**config.mk**
```make
export PLATFORM = sky130hd
export DESIGN_NAME = forward_hazard_unit
export DESIGN_NICKNAME = d
export VERILOG_FILES = /design/src/rtl/fwd_pkg.sv /design/src/rtl/fwd_src_sel.sv /design/src/rtl/forward_hazard_unit.sv
export SDC_FILE = /design/constraint.sdc
export NUM_CORES = 1
export LEC_CHECK = 0
export BUFFER_PORTS_ARGS = -buffer_cell sky130_fd_sc_hd__buf_2
export CORE_ASPECT_RATIO = 1.1
export CORE_MARGIN = 5
export CORE_UTILIZATION = 23
export CTS_BUF_LIST = sky130_fd_sc_hd__clkbuf_8 sky130_fd_sc_hd__clkbuf_16
export DETAILED_ROUTE_END_ITERATION = 10
export SYNTH_ARGS = -nofsm -noshare
export SYNTH_HDL_FRONTEND = slang
export SYNTH_HIERARCHICAL = 1
export SYNTH_SLANG_ARGS = --single-unit
export TNS_END_PERCENT = 20
```
**constraint.sdc**
```tcl
create_clock -name clk -period 2 [get_ports clk]
set_clock_uncertainty 0.1 [all_clocks]
set_input_delay 0.1 -clock clk [delete_from_list [all_inputs] [get_ports clk]]
set_output_delay 0.1 -clock clk [all_outputs]
set_load 0.005 [all_outputs]
```
**src/rtl/fwd_pkg.sv**
```systemverilog
// rtl/fwd_pkg.sv - shared operand-select encodings and load-wait FSM states
package fwd_pkg;

    localparam logic [1:0] SEL_RF  = 2'b00;
    localparam logic [1:0] SEL_MEM = 2'b01;
    localparam logic [1:0] SEL_WB  = 2'b10;

    typedef enum logic {
        ST_IDLE = 1'b0,
        ST_WAIT = 1'b1
    } fsm_state_t;

    // Width of the load-latency down-counter: ceil(log2(mem_lat)), never below 1 bit.
    function automatic int lat_width(input int mem_lat);
        return (mem_lat > 1) ? $clog2(mem_lat) : 1;
    endfunction

endpackage

```
**src/rtl/fwd_src_sel.sv**
```systemverilog
// rtl/fwd_src_sel.sv - per-operand forwarding select and hazard detection
module fwd_src_sel
    import fwd_pkg::*;
#(
    parameter int REG_W = 4
) (
    input  logic             fwd_en,
    input  logic [REG_W-1:0] src,
    input  logic             src_valid,
    input  logic             exe_wb,
    input  logic             exe_is_load,
    input  logic [REG_W-1:0] exe_dest,
    input  logic             mem_wb,
    input  logic [REG_W-1:0] mem_dest,
    input  logic             wb_wb,
    input  logic [REG_W-1:0] wb_dest,
    output logic [1:0]       sel,
    output logic             hazard
);

    logic exe_hit;
    logic mem_hit;
    logic wb_hit;

    assign exe_hit = exe_wb && (src == exe_dest);
    assign mem_hit = mem_wb && (src == mem_dest);
    assign wb_hit  = wb_wb  && (src == wb_dest);

    // Pick the youngest producer (MEM over WB); a load still in EXE cannot forward yet.
    always_comb begin
        sel    = SEL_RF;
        hazard = 1'b0;
        if (src_valid) begin
            if (fwd_en) begin
                if (exe_hit && exe_is_load) begin
                    hazard = 1'b1;
                end else if (mem_hit) begin
                    sel = SEL_MEM;
                end else if (wb_hit) begin
                    sel = SEL_WB;
                end
            end else begin
                hazard = exe_hit || mem_hit;
            end
        end
    end

endmodule

```
**src/rtl/forward_hazard_unit.sv**
```systemverilog
// rtl/forward_hazard_unit.sv - operand forwarding, load-use hazard and multi-cycle load freeze
module forward_hazard_unit
    import fwd_pkg::*;
#(
    parameter int REG_W   = 4,
    parameter int NUM_SRC = 3,
    parameter int MEM_LAT = 1,
    parameter int CNT_W   = 16
) (
    input  logic                     clk,
    input  logic                     rst_n,
    input  logic                     fwd_en,
    input  logic [NUM_SRC*REG_W-1:0] src,
    input  logic [NUM_SRC-1:0]       src_valid,
    input  logic                     exe_wb,
    input  logic                     exe_is_load,
    input  logic [REG_W-1:0]         exe_dest,
    input  logic                     mem_wb,
    input  logic                     mem_is_load,
    input  logic [REG_W-1:0]         mem_dest,
    input  logic                     wb_wb,
    input  logic [REG_W-1:0]         wb_dest,
    input  logic                     cnt_clr,
    output logic [NUM_SRC*2-1:0]     sel,
    output logic                     hazard,
    output logic                     freeze,
    output logic [CNT_W-1:0]         stall_cnt
);

    localparam int              LAT_W     = lat_width(MEM_LAT);
    localparam bit              LOAD_ARMS = (MEM_LAT > 1);
    localparam logic [LAT_W-1:0] LAT_LOAD = LAT_W'((MEM_LAT > 1) ? (MEM_LAT - 2) : 0);

    logic [NUM_SRC-1:0] src_hazard;
    fsm_state_t         state;
    fsm_state_t         state_nxt;
    logic [LAT_W-1:0]   lat_cnt;
    logic [LAT_W-1:0]   lat_cnt_nxt;
    logic               freeze_nxt;

    for (genvar g = 0; g < NUM_SRC; g++) begin : g_src
        fwd_src_sel #(
            .REG_W(REG_W)
        ) u_src_sel (
            .fwd_en     (fwd_en),
            .src        (src[g*REG_W +: REG_W]),
            .src_valid  (src_valid[g]),
            .exe_wb     (exe_wb),
            .exe_is_load(exe_is_load),
            .exe_dest   (exe_dest),
            .mem_wb     (mem_wb),
            .mem_dest   (mem_dest),
            .wb_wb      (wb_wb),
            .wb_dest    (wb_dest),
            .sel        (sel[g*2 +: 2]),
            .hazard     (src_hazard[g])
        );
    end

    // A frozen pipeline never needs a bubble on top of the freeze.
    assign hazard = (|src_hazard) && !freeze;

    // Next-state logic: a load in MEM arms the wait, lat_cnt counts the remaining extra cycles.
    always_comb begin
        state_nxt   = state;
        lat_cnt_nxt = lat_cnt;
        freeze_nxt  = freeze;
        case (state)
            ST_IDLE: begin
                if (LOAD_ARMS && mem_wb && mem_is_load) begin
                    state_nxt   = ST_WAIT;
                    lat_cnt_nxt = LAT_LOAD;
                    freeze_nxt  = 1'b1;
                end
            end
            ST_WAIT: begin
                if (lat_cnt == '0) begin
                    state_nxt  = ST_IDLE;
                    freeze_nxt = 1'b0;
                end else begin
                    lat_cnt_nxt = lat_cnt - 1'b1;
                end
            end
            default: begin
                state_nxt   = ST_IDLE;
                lat_cnt_nxt = '0;
                freeze_nxt  = 1'b0;
            end
        endcase
    end

    // FSM state register; reset aborts any wait immediately.
    always_ff @(posedge clk or negedge rst_n) begin
        if (!rst_n) begin
            state   <= ST_IDLE;
            lat_cnt <= '0;
            freeze  <= 1'b0;
        end else begin
            state   <= state_nxt;
            lat_cnt <= lat_cnt_nxt;
            freeze  <= freeze_nxt;
        end
    end

    // Saturating count of lost cycles; clear takes precedence over counting.
    always_ff @(posedge clk or negedge rst_n) begin
        if (!rst_n) begin
            stall_cnt <= '0;
        end else if (cnt_clr) begin
            stall_cnt <= '0;
        end else if ((hazard || freeze) && (stall_cnt != '1)) begin
            stall_cnt <= stall_cnt + 1'b1;
        end
    end

endmodule

```
==> results.toml <==
[outcome]
status = "completed"

[min_path]
hold_end = "stall_cnt[8]$_DFFE_PN0P_"
hold_class = "in -> reg"
min_from = "cnt_clr"
min_path_cells = 2

[clock_network]
clock_sinks = 16
cts_tree = "done"
clkSlewWorstSetupHoldPaths_ns = 0.07
cts_made_buffers = 3
clockBufferDepth = 2
insertion_delay_ns = 0.25
cts_max_level = 1
cts_root_buf = "clkbuf_8"

[routing]
vias = 1607
drc = 0
dr.pass1.iters = 4
initialDrtViolationCount = 45
wl_mm = 4.294
viasPerCell = 4.685
wl_per_cell_um = 12.52
drtAntennaViolNets = 0

[synthesis]
avgSynthCellArea_um2 = 8.989
synthXorXnorAreaFrac_pct = 19.60
synth_compound_area_share_pct = 16.49
ys_ff_latch = 16
synth_fa_ha_area_share_pct = 0.7776
async_reset_ff_share_pct = 100.0
ys.flop_type = "dfrtp_1"
synth_cell_types = 44
yosys.area_share.simple_pct = 33.36
synth-edff-count = 0
synthMuxAreaShare_pct = 2.255
synth_top_family_by_area = "simple AND/OR/NAND/NOR gates"
seq_area_frac_synth_pct = 24.88
syn-instance-count = 179
netlist_area_um2 = 1609
syn-num-nets = 216
yosys_warnings = 6

[floorplanning]
start_util_pct = 23.23
rows = 32
die-area_um2 = 8771
core_area_um2 = 6927
die_y_um = 97.73
io_pins = 60
die_w_um = 89.75

[cells_and_area]
top_register = "stall_cnt"
areaGrowthSynthToFinish_pct = 38.34
final_cells = 343
reg.largest.list = "stall_cnt x16"
nFillCells = 744
num-nets-final = 296
multi_input_area_um2 = 1192
final_common_cell = "buf_2"
largest_register_ffs = 16
drive_gt1_share_pct = 42.25
final_cell_mix = "57 x buf_2, 22 x buf_4, 18 x xor2_1"
n_antenna_cell = 0
fin_area_um2 = 2226
ff_latch_area_um2 = 400.4

[setup_path]
cp.required_ns = 2.07
timing.rr.end = "stall_cnt[6]$_DFFE_PN0P_"
worst_setup_path_end_kind = "register"
reg2reg_setup_slack_ns = 0.19
reg2reg_from = "stall_cnt[0]$_DFFE_PN0P_"
worst-r2r-cell-count = 6
arrival_ns = 1.94
cp-start-kind = "primary input"
critPathMaxFanout = 7
worst-setup-path-type = "in -> reg"

[place]
place_hpwl_mm = 3.605
postPlaceCellArea_um2 = 2138
gp_congestion = 0.7600
numPortBuffers = 57
dp.cells = 338

[timing]
final-setup-viol-count = 0
maxSlewViolCount = 0
period_minus_slack_ns = 1.868
max_freq_mhz = 535.3
tns_ns = 0
hold-worst-slack_ns = 0.1576
grt_setup_unrepaired = "false"
hold_viol = 0
finalCritPeriodShare_pct = 93.41

[global_routing]
grt_pass1_wl_mm = 7.576
grt_antenna_before_repair = 0
overflow = 0
grt_use_total_pct = 10.04
grt_max_degree = 20
grt_pass1_vias = 1714

[power_and_ir_drop]
p_per_area_nw_per_um2 = 382.0
ir_drop_mv = 0.1728
p_switching_uw = 238.7
power_uw = 850.2
intPower_uw = 611.5
power_frac_clock_pct = 33.9
p_comb_share_pct = 27.6
power_frac_seq_pct = 38.5
switching_share_pct = 28.07
power_leakage_uw = 0.001011

[run]
maxCapViolCount = 0
-- critical path: stages --
cell      delay (ns)
buf_2           0.14
xnor2_1         0.20
nand3_2         0.14
a211oi_2        0.20
o21bai_1        0.13
or3_1           0.15
buf_4           0.16
nand4_4         0.13
or4_1           0.41
a21oi_1         0.16
-- repair_timing --
action,in CTS,in global routing
buffers inserted,0,0
resized for setup,0,3
setup endpoints to repair,0,1
endpoints found under the hold margin,16,0
hold buffers,1,0
-- Yosys cell counts (2+ instances only) --
cell / instances / area share [%]
a21oi_1: 12 / 3.7
o31ai_1: 6 / 2.8
xor2_1: 18 / 9.8
or3_1: 6 / 2.3
or4_1: 5 / 2.3
nor3b_2: 3 / 2.3
a31oi_1: 2 / 0.78
nor3_2: 3 / 1.9
nand2_1: 14 / 3.3
nand2b_1: 5 / 1.9
o21bai_1: 3 / 1.4
inv_1: 3 / 0.70
a211oi_2: 3 / 2.3
xnor2_1: 18 / 9.8
a211oi_1: 2 / 0.93
nand3_2: 3 / 1.9
nand4_4: 3 / 4.0
nor2_1: 7 / 1.6
nor2b_1: 3 / 1.2
o211ai_2: 3 / 2.3
nor3_1: 5 / 1.6
o21ai_0: 3 / 0.93
dfrtp_1: 16 / 25
nand3_1: 13 / 4.0
-- area by class of cell --
class	count	share of cell area, %
Sequential cell	16	17.99
Tap cell	85	4.778
Multi-Input combinational cell	155	53.57
Clock buffer	4	2.473
Timing Repair Buffer	80	20.69
Inverter	3	0.5059
-- layer usage --
| metal | vias up | part of all wire, % | global-route usage (%) | routed length, um |
|---|---|---|---|---|
| li1 | 812 | - | - | - |
| met1 | 745 | 45 | 12.44 | 1921 |
| met2 | 50 | 48 | 17.23 | 2070 |
| met3 | 0 | 7.0 | 2.401 | 302 |
| met4 | 0 | 0 | 2.791 | 0 |
| met5 | - | 0 | 0 | 0 |
-- per-stage QoR --
stage	util, %	setup slack, ns
global placement	30.87	-0.1127
CTS	31.81	0.1270
detailed placement	30.87	-0.1327
finish	32.14	0.1318
floorplan	-	0.002424
global route	32.14	0.006885
-- kinds of logic after synthesis --
logic type               Yosys count
adder cells (fa/ha/maj)            1
AND/OR/NAND/NOR                   78
flip-flops                        16
other                              1
multiplexers                       3
XOR/XNOR                          36
AO/OA/AOI/OAI                     36
buffers and inverters              8
-- worst max path at each step --
stage           startpoint  slack [ns]                         to
2_1_floorplan       src[5]       0.002  stall_cnt[15]$_DFFE_PN0P_
3_3_place_gp   exe_dest[2]       -0.11  stall_cnt[15]$_DFFE_PN0P_
3_5_place_dp        src[1]       -0.13  stall_cnt[14]$_DFFE_PN0P_
4_1_cts             src[1]        0.13  stall_cnt[14]$_DFFE_PN0P_
5_1_grt        exe_dest[2]       0.007  stall_cnt[14]$_DFFE_PN0P_
6_report       exe_dest[2]        0.13  stall_cnt[10]$_DFFE_PN0P_
-- power by group through the flow --
stage	registers (uW)	logic, uW	clock network, uW
final	327	235	289
after detailed placement	333	229	0
after floorplan	333	117	0
after CTS	327	232	296
after global routing	327	259	311
after global placement	333	225	0
No activity file was read; power rests on OpenSTA's default activity.
